## src/rtl/vga_pkg.sv

```systemverilog
// Shared constants and types for the VGA fill engine.
// Register map, field positions and coordinate typedefs.
package vga_pkg;

    localparam int XW_DEF = 8;
    localparam int YW_DEF = 7;

    typedef logic [XW_DEF-1:0] x_t;
    typedef logic [YW_DEF-1:0] y_t;
    typedef logic [7:0]        colour_t;

    localparam logic [3:0] OFF_PLOT   = 4'd0;
    localparam logic [3:0] OFF_RECT_A = 4'd1;
    localparam logic [3:0] OFF_RECT_B = 4'd2;
    localparam logic [3:0] OFF_CTRL   = 4'd3;
    localparam logic [3:0] OFF_STATUS = 4'd4;

    localparam int F_Y_LSB   = 24;
    localparam int F_X_LSB   = 16;
    localparam int F_COL_LSB = 0;
    localparam int F_IRQ_EN  = 8;
    localparam int F_BUSY    = 0;
    localparam int F_DONE    = 1;

    typedef enum logic {
        IDLE,
        FILL
    } fill_state_t;

endpackage

```

## src/rtl/vga_rect_walker.sv

```systemverilog
// Clips a rectangle to the screen and walks it in raster order,
// one pixel per clock while active.
module vga_rect_walker
    import vga_pkg::*;
#(
    parameter int SCREEN_W = 160,
    parameter int SCREEN_H = 120,
    parameter int XW = 8,
    parameter int YW = 7
) (
    input  logic          clk,
    input  logic          reset,
    input  logic          start,
    input  logic          active,
    input  logic [XW-1:0] x0,
    input  logic [YW-1:0] y0,
    input  logic [XW-1:0] x1,
    input  logic [YW-1:0] y1,
    input  logic [7:0]    colour,
    output logic          empty,
    output logic [XW-1:0] x,
    output logic [YW-1:0] y,
    output logic [7:0]    plot_colour,
    output logic          plot,
    output logic          last
);

    localparam logic [XW-1:0] XMAX = XW'(SCREEN_W - 1);
    localparam logic [YW-1:0] YMAX = YW'(SCREEN_H - 1);

    logic [XW-1:0] x1c, x1c_q, x0_q;
    logic [YW-1:0] y1c, y1c_q;

    assign x1c   = (x1 > XMAX) ? XMAX : x1;
    assign y1c   = (y1 > YMAX) ? YMAX : y1;
    assign empty = (x0 > x1c) || (y0 > y1c);

    assign plot = active;
    assign last = active && (x == x1c_q) && (y == y1c_q);

    // Row end compares against the clipped corner, so counters never wrap.
    always_ff @(posedge clk) begin
        if (reset) begin
            x           <= '0;
            y           <= '0;
            x0_q        <= '0;
            x1c_q       <= '0;
            y1c_q       <= '0;
            plot_colour <= '0;
        end else if (start && !empty) begin
            x           <= x0;
            y           <= y0;
            x0_q        <= x0;
            x1c_q       <= x1c;
            y1c_q       <= y1c;
            plot_colour <= colour;
        end else if (active && !last) begin
            if (x == x1c_q) begin
                x <= x0_q;
                y <= y + 1'b1;
            end else begin
                x <= x + 1'b1;
            end
        end
    end

endmodule

```

## src/rtl/vga_fill_engine.sv

```systemverilog
// Avalon-MM slave owning the VGA plot port: single-pixel writes
// plus a hardware rectangle-fill sequencer.
module vga_fill_engine
    import vga_pkg::*;
#(
    parameter int SCREEN_W = 160,
    parameter int SCREEN_H = 120,
    parameter int XW = 8,
    parameter int YW = 7
) (
    input  logic          clk,
    input  logic          reset,
    input  logic [3:0]    address,
    input  logic          read,
    output logic [31:0]   readdata,
    input  logic          write,
    input  logic [31:0]   writedata,
    output logic          waitrequest,
    output logic [XW-1:0] vga_x,
    output logic [YW-1:0] vga_y,
    output logic [7:0]    vga_colour,
    output logic          vga_plot,
    output logic          irq
);

    localparam logic [XW-1:0] XMAX = XW'(SCREEN_W - 1);
    localparam logic [YW-1:0] YMAX = YW'(SCREEN_H - 1);

    fill_state_t state_q, state_d;

    logic          busy, wr_ok, start, done_clr;
    logic          done_q, done_d, irq_en_q, empty_pend_q;
    logic [XW-1:0] rx0_q, rx1_q, px_q, wx, fx;
    logic [YW-1:0] ry0_q, ry1_q, py_q, wy, fy;
    logic [7:0]    pc_q, fc;
    logic          pp_q, fplot, flast, fempty;
    logic          unused;

    assign wx = writedata[F_X_LSB +: XW];
    assign wy = writedata[F_Y_LSB +: YW];
    assign unused = ^{writedata[31], writedata[15:9]};

    assign busy        = (state_q == FILL);
    assign waitrequest = write && busy && (address <= OFF_CTRL);
    assign wr_ok       = write && !waitrequest;
    assign start       = wr_ok && (address == OFF_CTRL);
    assign done_clr    = wr_ok && (address == OFF_STATUS)
                         && writedata[F_DONE];

    assign readdata = (read && address == OFF_STATUS)
                      ? {30'd0, done_q, busy} : 32'd0;
    assign irq = done_q && irq_en_q;

    vga_rect_walker #(
        .SCREEN_W(SCREEN_W),
        .SCREEN_H(SCREEN_H),
        .XW(XW),
        .YW(YW)
    ) u_walker (
        .clk(clk),
        .reset(reset),
        .start(start),
        .active(busy),
        .x0(rx0_q),
        .y0(ry0_q),
        .x1(rx1_q),
        .y1(ry1_q),
        .colour(writedata[F_COL_LSB +: 8]),
        .empty(fempty),
        .x(fx),
        .y(fy),
        .plot_colour(fc),
        .plot(fplot),
        .last(flast)
    );

    always_comb begin
        state_d = state_q;
        done_d  = done_q;
        unique case (state_q)
            IDLE: if (start && !fempty) state_d = FILL;
            FILL: if (flast) state_d = IDLE;
            default: state_d = IDLE;
        endcase
        if (done_clr || start) done_d = 1'b0;
        // Completion beats a same-edge clear.
        if (flast || empty_pend_q) done_d = 1'b1;
    end

    always_ff @(posedge clk) begin
        if (reset) begin
            state_q      <= IDLE;
            done_q       <= 1'b0;
            irq_en_q     <= 1'b0;
            empty_pend_q <= 1'b0;
            rx0_q        <= '0;
            ry0_q        <= '0;
            rx1_q        <= '0;
            ry1_q        <= '0;
            px_q         <= '0;
            py_q         <= '0;
            pc_q         <= '0;
            pp_q         <= 1'b0;
        end else begin
            state_q      <= state_d;
            done_q       <= done_d;
            empty_pend_q <= start && fempty;
            pp_q         <= 1'b0;
            if (start) irq_en_q <= writedata[F_IRQ_EN];
            if (wr_ok && address == OFF_RECT_A) begin
                rx0_q <= wx;
                ry0_q <= wy;
            end
            if (wr_ok && address == OFF_RECT_B) begin
                rx1_q <= wx;
                ry1_q <= wy;
            end
            if (wr_ok && address == OFF_PLOT) begin
                px_q <= wx;
                py_q <= wy;
                pc_q <= writedata[F_COL_LSB +: 8];
                pp_q <= (wx <= XMAX) && (wy <= YMAX);
            end
        end
    end

    // Fill owns the port while busy; a PLOT cannot overlap it.
    always_comb begin
        vga_x      = px_q;
        vga_y      = py_q;
        vga_colour = pc_q;
        vga_plot   = pp_q;
        if (fplot) begin
            vga_x      = fx;
            vga_y      = fy;
            vga_colour = fc;
            vga_plot   = 1'b1;
        end
    end

endmodule
```

## config.mk

```make
export PLATFORM = sky130hd
export DESIGN_NAME = vga_fill_engine
export DESIGN_NICKNAME = d
export VERILOG_FILES = /design/src/rtl/vga_pkg.sv /design/src/rtl/vga_rect_walker.sv /design/src/rtl/vga_fill_engine.sv
export SDC_FILE = /design/constraint.sdc
export NUM_CORES = 1
export LEC_CHECK = 0
export ABC_AREA = 0
export ABC_CLOCK_PERIOD_IN_PS = 4300
export CELL_PAD_IN_SITES_DETAIL_PLACEMENT = 1
export CELL_PAD_IN_SITES_GLOBAL_PLACEMENT = 2
export CORE_ASPECT_RATIO = 0.75
export CORE_UTILIZATION = 34
export DETAILED_ROUTE_END_ITERATION = 7
export PLACE_DENSITY_LB_ADDON = 0.1
export SLEW_MARGIN = 20
export SYNTH_ARGS = -nofsm -noshare
export SYNTH_HDL_FRONTEND = slang
export SYNTH_HIERARCHICAL = 1
export SYNTH_SLANG_ARGS = --single-unit
export TNS_END_PERCENT = 100
```

## constraint.sdc

```tcl
create_clock -name clk -period 4.3 [get_ports clk]
set_clock_uncertainty 0.1 [all_clocks]
set_input_delay 0.645 -clock clk [delete_from_list [all_inputs] [get_ports clk]]
set_output_delay 0.645 -clock clk [all_outputs]
set_load 0.01 [all_outputs]
```

# ---- Word level (Yosys, flattened, before mapping)
# Index checks and enable logic that the tools add are counted.
dict set report totals {
  reg_bits 104
  output_inout_bits 58
  wordCells 82
}
dict set report op_classes {
  addsub 2
  n_lt_le_gt_ge 7
  eq_ne 6
  mux 18
  n_bitwise 2
  reduce_logical 29
}
# op n
set ops {}
lappend ops {{two-way mux 8 bit} 6}
lappend ops {{two-way mux 7 bit} 5}
lappend ops {{logical AND 1 bit} 17}
lappend ops {{adder 8 x 1 -> 8 bit, second input constant} 1}
lappend ops {{equality test 4 x 2 -> 1 bit, second input constant} 2}
lappend ops {{equality test 8 bit} 1}
lappend ops {{> comparator 8 bit} 1}
lappend ops {{> comparator 8 bit, second input constant} 1}
lappend ops {{less-or-equal comparator 8 bit, second input constant} 1}
lappend ops {{adder 7 x 1 -> 7 bit, second input constant} 1}
lappend ops {{equality test 7 bit} 1}
lappend ops {{> comparator 7 bit} 1}
lappend ops {{> comparator 7 bit, second input constant} 1}
lappend ops {{less-or-equal comparator 7 bit, second input constant} 1}
lappend ops {{nonzero test 2 bit} 3}
lappend ops {{two-way mux 1 bit} 5}
lappend ops {{equality test 4 x 1 -> 1 bit, second input constant} 1}
lappend ops {{equality test 4 x 3 -> 1 bit, second input constant} 1}
lappend ops {{less-or-equal comparator 4 x 2 -> 1 bit, second input constant} 1}
lappend ops {{zero test 4 bit} 1}
lappend ops {{zero test 1 bit} 3}
lappend ops {{logical OR 1 bit} 3}
lappend ops {{two-way mux 2 bit} 1}
lappend ops {{inverter 1 bit} 2}
lappend ops {{other kinds (3)} 3}

# ---- Logic depth before layout (Yosys ltp)
# Gate-level depths: netlist of run 1.
dict set report logic_depth {
  word_depth 9
  ltp_mapped 12
}

# ---- Modules after synthesis
# Netlist of run 1, hierarchy kept.
# mod n_inst cells_per_inst area_each_um2 seq_area_each_um2
set by_module_without_submodules {}
lappend by_module_without_submodules {vga_fill_engine 1 333 2795.2 1161.1}
lappend by_module_without_submodules {vga_rect_walker 1 337 2755.1 920.9}

# ---- Worst setup path after synthesis of run 1
# Ideal clock, no wire load.
dict set report synth_timing {
  kind {input port to flip-flop}
  start {input address[3]}
  end {register u_walker.x[3]}
  setup_ps 124
  arrival_time_ps 2532
  setup_slack_ps 1544
  cell_stages 9
  path_buffers 4
  path_cell_list {or4b_4 buf_6 nor2_1 clkbuf_1 inv_1 clkbuf_1 clkbuf_1 o31ai_1 a21oi_1}
}
dict set report synth_between {
  elab_chain_len 7
  elab_cells_between_ends 9
  cone_classes {order compare (1); eq/ne (1); mux (1); reduce/logical (6)}
}
# element line_no
set synth_lines {}
lappend synth_lines {{start, declared} vga_fill_engine.sv:13} ;# input logic [3:0] address,
lappend synth_lines {{less-or-equal comparator 4 x 2 -> 1 bit} vga_fill_engine.sv:44} ;# assign waitrequest = write && busy && (address <= OFF_CTRL);
lappend synth_lines {{logical AND 1 bit} vga_fill_engine.sv:44}
lappend synth_lines {{zero test 1 bit} vga_fill_engine.sv:45} ;# assign wr_ok = write && !waitrequest;
lappend synth_lines {{logical AND 1 bit} vga_fill_engine.sv:45}
lappend synth_lines {{logical AND 1 bit (*)} vga_fill_engine.sv:46} ;# assign start = wr_ok && (address == OFF_CTRL);
lappend synth_lines {{net start} vga_fill_engine.sv:31} ;# logic busy, wr_ok, start, done_clr;
lappend synth_lines {{logical AND 1 bit (*)} vga_rect_walker.sv:50} ;# end else if (start && !empty) begin
lappend synth_lines {{two-way mux 8 bit / nonzero test 2 bit (equally long branches)} -}
lappend synth_lines {{end signal, assigned} vga_rect_walker.sv:59} ;# x <= x0_q;
lappend synth_lines {{end signal, assigned} vga_rect_walker.sv:62} ;# x <= x + 1'b1;
lappend synth_lines {{end, declared} vga_rect_walker.sv:21} ;# output logic [XW-1:0] x,
# Mark *: on every way through the listed nets, which the timed path passes. The rest lies on a longest branch.
# A chain may end at the register's enable or synchronous reset.

# ---- Worst setup path after layout of run 1
dict set report layout_timing {
  start {input address[1]}
  end {output readdata[0]}
}
dict set report layout_between {
  elab_chain_len 3
}
# element line_no
set layout_lines {}
lappend layout_lines {{equality test 4 x 3 -> 1 bit} vga_fill_engine.sv:50} ;# assign readdata = (read && address == OFF_STATUS)
lappend layout_lines {{logical AND 1 bit} vga_fill_engine.sv:50}
lappend layout_lines {{two-way mux 2 bit} vga_fill_engine.sv:51} ;# ? {30'd0, done_q, busy} : 32'd0;
lappend layout_lines {{end, declared} vga_fill_engine.sv:15} ;# output logic [31:0] readdata,
# No other way between the ends.

==> results of run 1 <==
-- cell usage after synthesis (all sizes together), types with 2 or more instances --
library cell  count  share of area (%)
nand2            12               0.81
nand2b            4               0.45
o21a              2               0.27
dfxtp           104                 38
a41oi             3               0.61
mux2i             4               0.72
inv              15                1.0
buf              46                5.8
a21oi           104                9.4
nor2b             5               0.56
nor4              3               0.56
clkbuf           41                2.8
a311oi            7                1.1
a211oi            2               0.50
o211ai            3               0.50
xnor2            12                1.9
o31ai            14                1.9
nand4            14                1.6
and2              6               0.68
or3               4               0.45
o21ai            84                7.6
nor3              7               0.63
and4              2               0.32
nor4b             3               0.59
mux2             23                4.7
or2               3               0.34
o221ai            3               0.47
xor2             10                1.6
nor2             15                1.0
nand3            81                7.3
nand4b            3               0.47
ha               16                3.6
a21o              2               0.27
-- final cells by class --
cell class | count | area, um^2 | share of cell area, %
tap | 210 | 263 | 4.06
inverter | 15 | 56.3 | 0.870
sequential | 104 | 2080 | 32.2
clock buffer | 10 | 229 | 3.54
timing repair buffer | 69 | 661 | 10.2
multi-input combinational | 493 | 3050 | 47.2
clock inverter | 5 | 129 | 1.99
-- power by group through the flow --
stage | Sequential [W] | Clock, W | Combinational (W)
4_1_cts | 0.00100 | 0.00103 | 0.000337
6_report | 0.00100 | 0.00101 | 0.000338
3_5_place_dp | 0.00103 | 0 | 0.000336
2_1_floorplan | 0.00101 | 0 | 0.000241
3_3_place_gp | 0.00103 | 0 | 0.000334
5_1_grt | 0.00101 | 0.00107 | 0.000368
-- tightest hold or removal path: stages (launching register included) --
cell and delay [ns]:
dfxtp_1 0.31, o21bai_1 0.07, o31ai_1 0.06
-- registers in the layout (all words and copies together) (netlist names), 8 cells and up --
register              flops
pc_q                      8
rx0_q                     8
rx1_q                     8
u_walker/plot_colour      8
px_q                      8
u_walker/x1c_q            8
u_walker/x0_q             8
u_walker/x                8
-- layer usage --
metal  share of wire, %  vias to the layer above  wire [um]
li1                   -                     2424          -
met1                 47                     2463       8810
met2                 47                      119       8850
met3                3.4                       24        629
met4                2.0                        0        378
met5                  0                        -          0
-- metrics by stage --
step,setup slack [ns],instance area [um^2]
6_report,0.794,6470
3_3_place_gp,0.833,6120
3_5_place_dp,0.778,6120
4_1_cts,0.777,6470
2_1_floorplan,1.54,5660
5_1_grt,0.656,6470
-- cell families after synthesis --
family	count (synthesis)	synth area share [%]
mux	27	5.39
buf+inv	102	9.63
fa+ha+maj	16	3.61
flops	104	37.5
other cells	1	0.0676
simple gates	166	16.4
compound gates	232	23.9
xor+xnor	22	3.47
-- worst paths after layout --
| kind | slack [ns] | from | depth (start not counted) | endpoint |
|---|---|---|---|---|
| max reg2reg | 0.86 | ry1_q[4] | 10 | u_walker/x[6] |
| max | 0.79 | address[1] | 5 | readdata[0] |
| min reg2reg | 0.37 | empty_pend_q | 2 | done_q |
| min | 0.37 | empty_pend_q | 2 | done_q |
==> out/results.tsv, run 1 <==
stage	metric	value	unit
status	outcome	finished, final reports clean	
power	Power Density	363	nW/um^2
global_routing	largest net degree at the start of global routing	92	
floorplanning	Die X	150	um
global_routing	global route overflow	0	
cts	clock-pin slew on the worst setup and hold paths	0.07	ns
critical_path	CP Max Fanout	25	
floorplanning	Die Ht	113	um
logic_synthesis	Post-synth EDFFs	0	
drt	antenna-violating nets left	0	
cts	TritonCTS clock tree	done	
critical_path	CP Launch Type	input port	
drt	First DRT Iteration DRCs	284	
sta	worst-margin pin slew	1.04	ns
cells_and_area	final-stage net count	748	
min_path	HP Class	reg2reg	
cells_and_area	ant diodes	0	
critical_path	Worst EP required	3.56	ns
global_routing	met2 Usage GRT	37.9	%
global_routing	met3 Usage GRT	3.50	%
cells_and_area	final cell count without fillers	906	
cells_and_area	most frequent cells in the layout	104 x a21oi_1, 103 x dfxtp_1, 81 x nand3_1	
logic_synthesis	part of the Yosys area used for sequential elements	37.5	%
cts	hold buffer count at cts	0	
critical_path	Crit path top cell by count	clkdlybuf4s50_1	
sta	final hold slack	0.373	ns
cts	maximum root-to-sink buffer count	2	
global_routing	antenna violations before repair	0	
global_routing	Global Route met1 Usage	31.2	%
place	IO Port Bufs	59	
cts	H-tree levels	3	
floorplanning	Ports	98	
sta	Final period util	81.5	%
sta	RSZ-0062 raised after global routing	false	
global_routing	GRT Total Usage	23.2	%
cells_and_area	FILL cells	1871	
cts	number of setup buffers added after CTS	0	
place	post-DP HPWL	12400	um
logic_synthesis	#FFs+latches synth	104	
power	Flop pwr share	42.7	%
cells_and_area	layout cells sized above 1	9.20	%
run	max_cap viols	0	
cells_and_area	most common cell after layout, fill and taps aside	a21oi_1	
critical_path	CP arrival	2.76	ns
power	switching power total	0.000644	W
critical_path	CP max-delay cell	or2_2	
drt	WL per Instance	20.6	um
place	placed insts	891	
global_routing	vias in the first global route	5178	
sta	final hold violation count	0	
global_routing	first-pass GRT wire length	29800	um
logic_synthesis	Syn Inst Count	670	
critical_path	CP Buf/Inv Count	2	
drt	Vias	5030	
sta	Setup TNS Final	0	ns
global_routing	gr busiest metal	met2	
sta	normalized max-slew margin	30.5	%
drt	1st-pass router iterations	4	
drt	Residual DRC	0	
critical_path	Setup crit end kind	output port	
cells_and_area	Core Util, Final	40.6	%
drt	vias per cell	5.55	
power	P_leak	2.20	nW
cts	Clock Tree Root	clkbuf_16	
sta	min Tclk post-route	3.51	ns
floorplanning	core area	16000	um^2
floorplanning	initial core utilization	34.8	%
logic_synthesis	Synth cell types	57	
cells_and_area	P&R area growth vs syn	16.7	%
cts	clock sinks	104	
sta	Setup Viol. Count Final	0	
cts	Num CTS Buffers	9	
cts	worst skew pair latency	0.34	ns
power	Clock Power Share	42.9	%
power	Total Power	0.00235	W
logic_synthesis	Async S/R FF share, synth	0	%
critical_path	max incr delay on CP	0.59	ns
critical_path	CP delay by family, top	buffers and inverters	
power	switch share	27.4	%
critical_path	critical path class	in2out	
power	VDD IR max	0.210	mV
critical_path	worst path cell trace	clkdlybuf4s50_1 -> or2_2 -> nor4_1 -> and2_1 -> clkdlybuf4s50_1	
power	Comb pwr share	14.4	%
logic_synthesis	Mapped Area	5550	um^2
logic_synthesis	Mapped Avg Cell Area	8.28	um^2
sta	Slew Viols, Final	0	
floorplanning	DIE AREA	16800	um^2
place	global placement routability congestion	0.753	
drt	WL final	18700	um
power	internal power	0.00171	W
sta	Max Clk Rate	285	MHz
floorplanning	number of core rows	40	
cts	post-CTS resize count	0	
logic_synthesis	main flop type after synthesis	dfxtp_1	
logic_synthesis	Ys Warns	6	
Power figures use the tool's default switching activity.
==> run 2: changes to the inputs <==
ABC_CLOCK_PERIOD_IN_PS = 2800   (was 4300)
CORE_UTILIZATION = 28   (was 34)
clock period = 2.8 ns   (was 4.3 ns; I/O delays follow)
==> run 2 against run 1 <==
Compared with the run above:
- non-clock buffer count up 43
- worst hold slack worse by 0.0055 ns
- combinational power increased by 110%
- sequential power up 53%
- count of clock-buffer cells in the layout is 2 higher
- setup slack worse by 0.71 ns
- die area increased by 21%
- clock power is 26% higher
- register-to-register slack got worse by 0.77 ns
- global-route usage down 2.2 points
- critical path type is now reg2reg
- largest cell class unchanged
==> out/results.tsv, run 2 (synthesis gave the netlist of run 1 again) <==
stage	metric	value	unit	change
critical_path	Worst EP required	2.99	ns	-0.57 ns
global_routing	vias in the first global route	5368		+3.7%
min_path	HP Class	reg2reg		
critical_path	CP arrival	2.90	ns	+0.14 ns
cts	clock sinks	104		unchanged
floorplanning	DIE AREA	20400	um^2	+21%
drt	First DRT Iteration DRCs	244		-14%
cells_and_area	layout cells sized above 1	17.6	%	+8.4 points
sta	Max Clk Rate	369	MHz	
cells_and_area	P&R area growth vs syn	26.2	%	
global_routing	antenna violations before repair	0		unchanged
drt	Vias	5171		+2.8%
drt	1st-pass router iterations	5		+1
floorplanning	core area	19400	um^2	+21%
sta	min Tclk post-route	2.71	ns	
cells_and_area	FILL cells	2269		+21%
floorplanning	Die X	165	um	+10%
drt	vias per cell	5.21		-6.2%
critical_path	Setup crit end kind	flip-flop		
cells_and_area	ant diodes	0		unchanged
status	outcome	finished, final reports clean		
critical_path	worst path cell trace	nor2_1 -> nor2_1 -> buf_4 -> or2_4 -> ha_4 -> nand4_1 -> nor2_2 -> a21oi_2 -> a211oi_4 -> inv_2 -> buf_12 -> or3_4 -> a21oi_2		
global_routing	first-pass GRT wire length	31600	um	+6.1%
floorplanning	number of core rows	44		+10%
floorplanning	Ports	98		unchanged
sta	Worst Slack Setup Final	0.0867	ns	-0.707 ns
power	VDD IR max	0.282	mV	+34%
cts	clock-pin slew on the worst setup and hold paths	0.07	ns	about the same
drt	WL per Instance	20.8	um	+1.2%
run	max_cap viols	0		unchanged
floorplanning	initial core utilization	28.6	%	-6.1 points
floorplanning	Die Ht	124	um	+10%
cells_and_area	area occupied by multi-input gates	3160	um^2	+3.4%
sta	final hold violation count	0		unchanged
drt	antenna-violating nets left	0		unchanged
cells_and_area	post-route cell area	7010	um^2	+8.2%
cts	worst skew pair latency	0.36	ns	+0.02 ns
sta	RSZ-0062 raised after global routing	false		
cts	TritonCTS clock tree	done		
critical_path	CP Launch Type	flip-flop		
power	Power Density	500	nW/um^2	+38%
power	P_leak	2.46	nW	+11%
drt	Residual DRC	0		unchanged
cells_and_area	Core Util, Final	36.2	%	-4.4 points
place	IO Port Bufs	59		unchanged
cts	Num CTS Buffers	9		unchanged
sta	Final period util	96.9	%	
cts	maximum root-to-sink buffer count	2		unchanged
place	post-DP HPWL	14300	um	+16%
cells_and_area	final-stage net count	791		+5.7%
sta	worst-margin pin slew	0.671	ns	-0.371 ns
power	Total Power	0.00350	W	+49%
sta	Slew Viols, Final	0		unchanged
critical_path	critical path class	reg2reg		
critical_path	max incr delay on CP	0.34	ns	-0.25 ns
cells_and_area	FF+latch area	2090	um^2	+0.36%
sta	normalized max-slew margin	55.3	%	+25 points
cells_and_area	most frequent cells in the layout	101 x a21oi_1, 99 x dfxtp_1, 80 x nand3_1		
global_routing	largest net degree at the start of global routing	92		unchanged
cts	Clock Tree Root	clkbuf_16		
cells_and_area	most common cell after layout, fill and taps aside	a21oi_1		
cts	H-tree levels	3		unchanged
critical_path	CP Max Fanout	8		-68%
critical_path	CP max-delay cell	or3_4		
drt	WL final	20700	um	+11%
place	placed cell areas	6550	um^2	+7.1%
sta	Setup Viol. Count Final	0		unchanged
sta	Setup TNS Final	0	ns	unchanged
global_routing	global route overflow	0		unchanged
place	Placement Setup Slack	-0.0163	ns	-0.795 ns
place	global placement routability congestion	0.804		+6.9%
global_routing	GRT Total Usage	21.0	%	-2.2 points
==> run 2: cell types whose count changed in the layout (fill, tap and decap cells not counted), sizes merged <==
| cell | delta |
|---|---|
| buf | +42 |
| bufinv | -4 |
| clkbuf | +3 |
| clkinv | +3 |
==> run 2: final cells by class <==
cell class	instances	share of cell area, %
Clock inverter	4	0.393
Clock buffer	12	3.66
Timing Repair Buffer	112	15.7
Multi-Input combinational cell	493	45.1
Tap cell	253	4.52
Inverter	15	0.804
Sequential cell	104	29.8
==> run 2: layer usage <==
| layer | GRT usage [%] | vias up | routed length, um | share of wire (%) |
|---|---|---|---|---|
| met5 | 0 | - | 0 | 0 |
| met3 | 3.33 | 10 | 797 | 3.9 |
| li1 | - | 2503 | - | - |
| met4 | 4.59 | 0 | 138 | 0.67 |
| met1 | 27.4 | 2561 | 9570 | 46 |
| met2 | 36.4 | 97 | 10200 | 49 |
==> run 2: worst max-delay path, delay by kind of cell (launching register included) <==
kind | cells | cell delay [ns]
buffers and inverters | 3 | 0.43
AOI/OAI and AO/OA | 3 | 0.49
adders and majority gates | 1 | 0.27
and+or+nand+nor | 6 | 1.06
DFF | 1 | 0.31
==> run 2: worst paths after layout <==
check	startpoint	endpoint	slack, ns	cells after the start
worst min register to register	empty_pend_q	done_q	0.37	2
worst max-delay path	rx1_q[6]	u_walker/x1c_q[6]	0.09	13
worst min-delay path	empty_pend_q	done_q	0.37	2
worst max register to register	rx1_q[6]	u_walker/x1c_q[6]	0.09	13
==> run 2: power by group <==
part,leakage (nW),internal [W],switching [W]
Clock,0.143,0.000656,0.000611
Combinational,1.47,0.000278,0.000423
Sequential,0.842,0.00150,0.0000297
==> run 2: what timing repair did <==
action	4_1_cts	5_1_grt
hold buffers	0	0
endpoints found under the setup margin	21	45
buffers inserted	0	1
pin swaps	2	7
endpoints found under the hold margin	0	0
gates resized for setup	3	31
cloned	0	1
==> run 2: metrics by stage <==
step                instances  hold slack [ns]
finish                    993            0.368
global route              993            0.395
CTS                       991            0.371
detailed placement        975            0.344
global placement          975            0.353
floorplan                 699            0.328
